$ cat src/rtl/seg_pkg.sv
// Shared constants and types for the seven-segment capture block.
// Holds the reverse-decode pattern table and the digit index type.
package seg_pkg;

  localparam int NUM_DIGITS = 4;

  localparam logic [3:0] ANODE_BLANK = 4'b1111;

  typedef logic [1:0] digit_idx_t;

  // Active-low segment patterns for hex 0..F, dp bit held at 1
  localparam logic [7:0] SEG_PAT [16] = '{
    8'hC0, 8'hF9, 8'hA4, 8'hB0,
    8'h99, 8'h92, 8'h82, 8'hF8,
    8'h80, 8'h90, 8'h88, 8'h83,
    8'hC6, 8'hA1, 8'h86, 8'h8E
  };

endpackage

$ cat src/rtl/seg_decode.sv
// Reverse decoder: 7-bit active-low segment pattern to hex code.
// Unknown patterns report o_legal = 0 and code 0.
module seg_decode
  import seg_pkg::*;
(
  input  logic [6:0] i_pat,
  output logic       o_legal,
  output logic [3:0] o_code
);

  // Search the pattern table for a match
  always_comb begin
    o_legal = 1'b0;
    o_code  = 4'd0;
    for (int i = 0; i < 16; i++) begin
      if (i_pat == SEG_PAT[i][6:0]) begin
        o_legal = 1'b1;
        o_code  = 4'(i);
      end
    end
  end

endmodule

$ cat src/rtl/seg_capture.sv
// Captures hex digits from a multiplexed seven-segment display bus.
// Optional macro SEG_CAPTURE_DP_EN adds the dp_out decimal-point port.
module seg_capture
  import seg_pkg::*;
#(
  parameter int STABLE_CYCLES  = 16,
  parameter int TIMEOUT_CYCLES = 262144
) (
  input  logic       clk,
  input  logic       rst_n,
  input  logic [3:0] anode,
  input  logic [7:0] cathode,
  output logic [3:0] code0,
  output logic [3:0] code1,
  output logic [3:0] code2,
  output logic [3:0] code3,
  output logic [3:0] digit_valid,
  output logic       update,
  output logic       frame_done,
  output logic       err_illegal
`ifdef SEG_CAPTURE_DP_EN
  ,
  output logic [3:0] dp_out
`endif
);

  localparam int TW = $clog2(TIMEOUT_CYCLES + 1);

  localparam logic [7:0] STABLE_MAX =
    8'(STABLE_CYCLES);

  localparam logic [TW-1:0] TO_LAST =
    TW'(TIMEOUT_CYCLES - 1);

  localparam logic [TW-1:0] TO_MAX =
    TW'(TIMEOUT_CYCLES);

  logic [11:0] r_sync1;
  logic [11:0] r_sync2;
  logic [11:0] r_prev;
  logic [7:0]  r_cnt;
  logic        r_done;

  logic [3:0][3:0]    r_code;
  logic [3:0]         r_valid;
  logic [3:0]         r_seen;
  logic               r_err;
  logic               r_update;
  logic               r_frame;
  logic [3:0][TW-1:0] r_to;

  logic             w_same;
  logic             w_eval;
  logic             w_legal;
  logic [3:0]       w_dcode;
  logic             w_one;
  logic             w_multi;
  digit_idx_t       w_idx;
  logic [3:0][3:0]  w_code_nxt;
  logic [3:0]       w_valid_nxt;
  logic [3:0]       w_seen_nxt;
  logic             w_err_nxt;
  logic [3:0]       w_acc;
  logic             w_frame;
  logic             w_chg;

`ifdef SEG_CAPTURE_DP_EN
  logic [3:0] r_dp;
  logic [3:0] w_dp_nxt;
`endif

  assign w_same = (r_sync2 == r_prev);
  assign w_eval = (r_cnt == STABLE_MAX) && !r_done;

  seg_decode u_dec (
    .i_pat   (r_prev[6:0]),
    .o_legal (w_legal),
    .o_code  (w_dcode)
  );

  // Which digit the held sample selects
  always_comb begin
    w_one   = 1'b0;
    w_multi = 1'b0;
    w_idx   = '0;
    unique case (1'b1)
      (r_prev[11:8] == 4'b1110): begin
        w_one = 1'b1;
        w_idx = 2'd0;
      end
      (r_prev[11:8] == 4'b1101): begin
        w_one = 1'b1;
        w_idx = 2'd1;
      end
      (r_prev[11:8] == 4'b1011): begin
        w_one = 1'b1;
        w_idx = 2'd2;
      end
      (r_prev[11:8] == 4'b0111): begin
        w_one = 1'b1;
        w_idx = 2'd3;
      end
      (r_prev[11:8] == ANODE_BLANK): ;
      default: w_multi = 1'b1;
    endcase
  end

  // Next digit state: timeouts first, acceptance overrides
  always_comb begin
    w_code_nxt  = r_code;
    w_valid_nxt = r_valid;
    w_seen_nxt  = r_seen;
    w_err_nxt   = r_err;
    w_acc       = '0;
`ifdef SEG_CAPTURE_DP_EN
    w_dp_nxt    = r_dp;
`endif
    for (int n = 0; n < NUM_DIGITS; n++) begin
      if (r_to[n] == TO_LAST) begin
        w_valid_nxt[n] = 1'b0;
      end
    end
    if (w_eval) begin
      if (w_one && w_legal) begin
        w_code_nxt[w_idx]  = w_dcode;
        w_valid_nxt[w_idx] = 1'b1;
        w_seen_nxt[w_idx]  = 1'b1;
        w_acc[w_idx]       = 1'b1;
`ifdef SEG_CAPTURE_DP_EN
        w_dp_nxt[w_idx]    = ~r_prev[7];
`endif
      end else if (w_one) begin
        w_valid_nxt[w_idx] = 1'b0;
        w_err_nxt          = 1'b1;
      end else if (w_multi) begin
        w_err_nxt = 1'b1;
      end
    end
    w_frame = (w_seen_nxt == 4'hF);
    w_chg   = (w_code_nxt != r_code) ||
              (w_valid_nxt != r_valid);
`ifdef SEG_CAPTURE_DP_EN
    w_chg   = w_chg || (w_dp_nxt != r_dp);
`endif
  end

  // Synchronizer and stability counter
  always_ff @(posedge clk or negedge rst_n) begin
    if (!rst_n) begin
      r_sync1 <= '1;
      r_sync2 <= '1;
      r_prev  <= '1;
      r_cnt   <= '0;
      r_done  <= 1'b0;
    end else begin
      r_sync1 <= {anode, cathode};
      r_sync2 <= r_sync1;
      r_prev  <= r_sync2;
      if (!w_same) begin
        r_cnt  <= 8'd1;
        r_done <= 1'b0;
      end else begin
        if (r_cnt != STABLE_MAX) begin
          r_cnt <= r_cnt + 8'd1;
        end
        if (w_eval) begin
          r_done <= 1'b1;
        end
      end
    end
  end

  // Registered digit state and pulses
  always_ff @(posedge clk or negedge rst_n) begin
    if (!rst_n) begin
      r_code   <= '0;
      r_valid  <= '0;
      r_seen   <= '0;
      r_err    <= 1'b0;
      r_update <= 1'b0;
      r_frame  <= 1'b0;
    end else begin
      r_code   <= w_code_nxt;
      r_valid  <= w_valid_nxt;
      r_seen   <= w_frame ? 4'h0 : w_seen_nxt;
      r_err    <= w_err_nxt;
      r_update <= w_chg;
      r_frame  <= w_frame;
    end
  end

  // Per-digit timeout counters, saturating
  always_ff @(posedge clk or negedge rst_n) begin
    if (!rst_n) begin
      r_to <= '0;
    end else begin
      for (int n = 0; n < NUM_DIGITS; n++) begin
        if (w_acc[n]) begin
          r_to[n] <= '0;
        end else if (r_to[n] != TO_MAX) begin
          r_to[n] <= r_to[n] + TW'(1);
        end
      end
    end
  end

`ifdef SEG_CAPTURE_DP_EN
  // Decimal point of each accepted digit
  always_ff @(posedge clk or negedge rst_n) begin
    if (!rst_n) begin
      r_dp <= '0;
    end else begin
      r_dp <= w_dp_nxt;
    end
  end

  assign dp_out = r_dp;
`endif

  assign code0       = r_code[0];
  assign code1       = r_code[1];
  assign code2       = r_code[2];
  assign code3       = r_code[3];
  assign digit_valid = r_valid;
  assign update      = r_update;
  assign frame_done  = r_frame;
  assign err_illegal = r_err;

endmodule

$ cat config.mk
export PLATFORM = sky130hd
export DESIGN_NAME = seg_capture
export DESIGN_NICKNAME = d
export VERILOG_FILES = /design/src/rtl/seg_pkg.sv /design/src/rtl/seg_decode.sv /design/src/rtl/seg_capture.sv
export SDC_FILE = /design/constraint.sdc
export NUM_CORES = 1
export LEC_CHECK = 0
export CAP_MARGIN = 30
export CELL_PAD_IN_SITES_DETAIL_PLACEMENT = 0
export CELL_PAD_IN_SITES_GLOBAL_PLACEMENT = 2
export CORE_MARGIN = 2
export CORE_UTILIZATION = 42
export DETAILED_ROUTE_END_ITERATION = 8
export GPL_TIMING_DRIVEN = 1
export PLACE_DENSITY_LB_ADDON = 0.1
export SLEW_MARGIN = 30
export SYNTH_ARGS = -nofsm -noshare
export SYNTH_HDL_FRONTEND = slang
export SYNTH_SLANG_ARGS = --single-unit
$ cat constraint.sdc
create_clock -name clk -period 4.9 [get_ports clk]
set_clock_uncertainty 0.2 [all_clocks]
set_input_delay 0.98 -clock clk [delete_from_list [all_inputs] [get_ports clk]]
set_output_delay 0.98 -clock clk [all_outputs]
set_load 0.01 [all_outputs]
# Word level (Yosys, flattened, before mapping)
# Cells that the tools add are included.
dict set report op_classes {
  addsub 5
  bitwise 5
  n_eq_ne 37
  muxes 66
  magnitude_cmp 2
  reduce_logical 13
}
# cell count
set ops {}
lappend ops {{$mux 19} 8}
lappend ops {{$add 19x1->19 const B} 4}
lappend ops {{$eq 19x18->1 const B} 4}
lappend ops {{$ne 19x19->1 const B} 4}
lappend ops {{$mux 4} 17}
lappend ops {{$mux 16} 2}
lappend ops {{$eq 7x7->1 const B} 4}
lappend ops {{$mux 1} 27}
lappend ops {{$eq 7x5->1 const B} 3}
lappend ops {{$eq 7x6->1 const B} 3}
lappend ops {{$eq 4x4->1 const B} 5}
lappend ops {{$bwmux 16} 1}
lappend ops {{$mux 8} 2}
lappend ops {{$ne 16x16->1} 1}
lappend ops {{$eq 7x2->1 const B} 2}
lappend ops {{$eq 7x4->1 const B} 2}
lappend ops {{$eq 12x12->1} 1}
lappend ops {{$mux 3} 4}
lappend ops {{$add 8x1->8 const B} 1}
lappend ops {{$demux 4 s2} 1}
lappend ops {{$eq 8x5->1 const B} 1}
lappend ops {{$ne 8x5->1 const B} 1}
lappend ops {{$or 4x4->4} 2}
lappend ops {{$reduce_bool 2->1} 4}
lappend ops {{19 further kinds} 24}
dict set report totals {
  elab_cells 146
  output_inout_bits 23
  regBits 148
  input_bits 14
}

# Depth between registers and ports, before layout
dict set report depth {
  ltp_word 22
  depth_mapped 11
  mapped_depth_nobuf 10
}

# Hierarchy
# From an unflattened synthesis, not the netlist that was laid out.
dict set report hier_totals {
  hier_cells 718
  area_unflattened_um2 7209.4
}
# module area_per_inst_um2 instances seq_area_each_um2 cells_per_inst
set modules_own_cells {}
lappend modules_own_cells {seg_capture 6819.0 1 3748.6 659}
lappend modules_own_cells {seg_decode 390.4 1 0.0 59}

# Worst setup path before layout
# No wires, ideal clock.
dict set report synth_path {
  kind {reg2reg}
  from {reg r_cnt[0]}
  to {reg r_update, in the netlist update}
  path_buffers 1
  setup_time_ns 0.135
  path_stages_with_launch 11
  required_ns 4.565
  t_arrival_ns 2.217
  setup_slack_ns 2.348
  cell_sequence {dfrtp_1 > inv_1 > ha_1 > nor3b_1 > nand4b_1 > or3_1 > buf_2 > mux2i_1 > a22o_1 > nor4_1 > nand3_1}
}
dict set report synth_via {
  elab_chain_cells 5
  word_cells_on_any_way 7
  cone_classes {3 x eq/ne; 2 x mux; 2 x reduce/logical}
}
# element line_no
set synth_rtl {}
lappend synth_rtl {{from (decl)} seg_capture.sv:41} ;# logic [7:0] r_cnt;
lappend synth_rtl {{from (signal assigned)} seg_capture.sv:164} ;# r_cnt <= r_cnt + 8'd1;
lappend synth_rtl {{$eq 8x5->1 (*)} seg_capture.sv:73} ;# assign w_eval = (r_cnt == STABLE_MAX) && !r_done;
lappend synth_rtl {{$logic_and 1x1->1 (*)} seg_capture.sv:73}
lappend synth_rtl {{$mux 16 / $mux 4 (equally long branches)} seg_capture.sv:123} ;# if (w_eval) begin
lappend synth_rtl {{$ne 16x16->1 / $ne 4x4->1 (equally long branches)} {seg_capture.sv:140, seg_capture.sv:141}}
lappend synth_rtl {{$logic_or 1x1->1 (*)} seg_capture.sv:140} ;# w_chg = (w_code_nxt != r_code) ||
lappend synth_rtl {{named net w_chg} seg_capture.sv:65} ;# logic w_chg;
lappend synth_rtl {{to (signal assigned)} seg_capture.sv:187} ;# r_update <= w_chg;
lappend synth_rtl {{to (decl)} seg_capture.sv:48} ;# logic r_update;
# Mark *: on every way through the listed nets, which the timed path passes. The rest lies on a longest branch.
# A chain may end at the register's enable or synchronous reset.

# Worst setup path after layout
dict set report layout_path {
  from {reg r_cnt[0]}
  to {reg r_seen[0]}
}
dict set report layout_via {
  elab_chain_cells 5
}
# element line_no
set layout_rtl {}
lappend layout_rtl {{$eq 8x5->1} seg_capture.sv:73}
lappend layout_rtl {{$logic_and 1x1->1} seg_capture.sv:73}
lappend layout_rtl {{$mux 4} seg_capture.sv:123}
lappend layout_rtl {{$eq 4x4->1} seg_capture.sv:139} ;# w_frame = (w_seen_nxt == 4'hF);
lappend layout_rtl {{named net w_frame} seg_capture.sv:64} ;# logic w_frame;
lappend layout_rtl {{$mux 4} seg_capture.sv:185} ;# r_seen <= w_frame ? 4'h0 : w_seen_nxt;
lappend layout_rtl {{to (signal assigned)} seg_capture.sv:185}
lappend layout_rtl {{to (decl)} seg_capture.sv:46} ;# logic [3:0] r_seen;
# The timed path passes the listed nets, and every way through them passes these cells.

==> impl_results.md <==
- Outcome: finished, final reports clean
- Net total in the final layout: 751
- Async S/R FF share, synth: 1.000
- Number of search-and-repair iterations in the first detailed-routing pass: 6
- Reported max-cap violation count: 0
- Mean Syn Cell Area: 10.22 µm²
- Remaining routing DRC violations: 0
- Fraction of the cycle the final worst path needs: 0.6504
- Syn Nets: 716
- Critical path type: register to register
- Synth Cell Area: 7071 µm²
- Number of cells upsized or downsized after cts: 0
- # rows: 47
- Fraction of the core area covered by cells at the end of the flow: 0.4975
- R2R Setup Slk: 1710 ps
- Arrival time at the worst endpoint: 3280 ps
- Number of antenna cells inserted: 0
- Die Y-Extent: 133.8 µm
- Finish-stage setup viols: 0
- Critical-path maximum fanout: 28
- Most frequently used flop master after synthesis: dfrtp_1
- Setup repair after global routing missed its margin: false
- Core box area: 16520 µm²
- Setup TNS: 0 ps
- Placed wire-length estimate after detailed placement: 9899 µm
- P_leak: 3.459 nW
- Nature of the critical path endpoint: register
- Total gr overflow: 0
- Slew Viols, Final: 0
- Sum of routed wire length over all layers: 14620 µm
- Die Wd: 133.8 µm
- Commonest cells after routing, fill and taps aside: nor2_1, dfrtp_1, xor2_1, nand3_1, nand2_1
- Post-synthesis instance total: 692
- Final Hold Fails: 0
- Overall power consumption: 2.655 mW
- Fmax: 0.3138 GHz
- PD cells: 322.9 nW/µm²
- Flip-flop and latch count after synthesis: 148
- Most common cell after layout, fill and taps aside: nor2_1
- Startpoint of the worst register-to-register path: r_cnt[0]
- Max_slew headroom: 0.4250
- Required time at the worst-slack endpoint: 4990 ps
- Seq/Total Area, Yosys: 0.5302
- Die outline area: 17890 µm²
- Pin slew with the least headroom to its limit: 862.5 ps
- Initial antenna violation count: 0
- Cell taking the most area after synthesis: dfrtp_1
- Leading cell types by total area after synthesis: dfrtp_1, dfstp_2, xor2_1
- Number of vias after detailed routing: 4998
- Average via count per standard cell: 5.206
- Area growth from synthesis to final layout: 16.28%
- Hold wc startpoint: r_sync1[7]
- Synth warnings: 0
- Fill cell total of the finished layout: 1544
- Overall track demand over capacity in global routing: 0.1767
- Highest ir drop seen on vdd: 226.9 µV
- Number of DRC markers in iteration 0: 230
- Master cell of the clock root buffer: clkbuf_16
- Portion of synthesized cell area occupied by the leading cell type: 0.3964
- Multi-input combinational cell area: 3131 µm²
- Crit path launch type: register
- Placed cell area: 7621 µm²
- Post-Layout Inst Area: 8222 µm²
- Number of global-route vias before repair: 4988
- Register clock-pin slew on the reported worst setup and hold paths: 60 ps
- CTS Buffer Depth: 2
- Pin count of the biggest net entering global routing: 114
- Count of flip-flops with a built-in enable after synthesis: 0
- Number of hold-repair buffers added at the cts stage: 0
- Worst-Skew Late Latency: 410 ps
- Number of nets with antenna violations after detailed routing: 0
- Total clock sinks: 148
- Initial standard-cell utilization of the core: 0.4279
- Clock period minus worst slack: 3187 ps
- Detail-routed net length per standard cell: 15.23 µm
- Clock tree from TritonCTS: done
- Type of the most critical hold path: register to register
- Wire length of the first global-routing pass: 25300 µm
- Count of different cell masters after synthesis: 64
- Post-CTS Setup Inserts: 0
- Sequential cell area in the final layout: 3749 µm²
- Final weighted congestion of routability-driven global placement: 0.7848
- Crit path from: r_cnt[0]
- Ports: 37
- Share of cells above drive strength 1: 0.1230
- H-tree levels: 4
- Input/output buffers: 36
- Number of clock buffers inserted by TritonCTS: 17
## cell type report
cell class,count,share of cell area
clock buffer,18,0.05342
clock inverter,14,0.01963
inverter,19,0.008674
multi-input combinational,501,0.3808
sequential,148,0.4559
tap,220,0.03348
timing repair buffer,40,0.04809
## cells in the mapped netlist, types with 2 or more instances
library cell,count
a21oi_1,36
a22o_1,2
a311oi_4,2
a31o_2,3
a31oi_1,2
and3_1,14
and3b_1,2
and4_1,5
buf_2,18
buf_4,4
clkbuf_1,2
dfrtp_1,112
dfstp_2,36
ha_1,10
inv_1,19
mux2i_1,7
nand2_1,37
nand2b_1,8
nand3_1,40
nand3b_1,2
nand4_1,17
nand4b_1,2
nor2_1,129
nor3_1,11
nor3b_1,4
nor4_1,15
nor4b_1,6
o2111ai_1,2
o211ai_1,2
o21a_1,2
o21ai_0,11
o22ai_1,4
or3_1,10
or4_1,2
xnor2_1,27
xor2_1,59
## per-stage QoR
| step | setup slack (ps) | instances | hold slack, ps |
|---|---|---|---|
| after floorplan | 2348 | 692 | 145.2 |
| after global placement | 1817 | 928 | 146.5 |
| after detailed placement | 1708 | 928 | 147.5 |
| after CTS | 1703 | 960 | 156.1 |
| after global routing | 1337 | 960 | 159.7 |
| final | 1713 | 960 | 155.5 |
## power by group
group | switching (mW) | internal (mW)
clock network | 0.504 | 0.809
logic | 0.0457 | 0.0257
registers | 0.0202 | 1.25
total | 0.570 | 2.09
## sequential cells by signal, indices dropped and copies added (netlist names)
register,cells
r_to,76
r_prev,12
r_sync1,12
r_sync2,12
r_cnt,8
code0,4
code1,4
code2,4
code3,4
digit_valid,4
r_seen,4
err_illegal,1
frame_done,1
r_done,1
update,1
## layer usage
metal / track usage / up-vias / wire [µm]
li1: - / 2459 / -
met3: 0.04452 / 9 / 452
met2: 0.2726 / 59 / 6666
met4: 0.04255 / 0 / 110
met1: 0.2508 / 2471 / 7389
met5: 0 / - / 0
## final timing paths
check,endpoint,cells past startpoint
setup / recovery,r_seen[0],9
hold / removal,r_sync2[7],0
setup reg to reg,r_seen[0],9
hold reg to reg,r_sync2[7],0
max in group asynchronous,r_prev[5],2
min in group asynchronous,r_to[61],1
## worst max-delay path, cell delays in order, from the launching register on
cell,delay [ps]
dfrtp_1,410
inv_1,70
ha_1,140
nor3b_1,390
nand4b_1,200
or3_1,520
a21oi_4,620
nor2_2,130
nor4_4,310
nor2_1,80
## logic make-up (layout without fill, tap and decap cells)
kind of cell               count (synthesis)  in the layout  synth area share
AOI/OAI and AO/OA                         80             80           0.07839
xor gates and xnor gates                  86             86            0.1065
adders and majority gates                 11             11           0.01911
buffers and inverters                     43             91           0.02814
DFF                                      148            148            0.5302
muxes                                      7              7          0.009910
and+or+nand+nor                          317            317            0.2277
(Power assumes the default switching activity.)
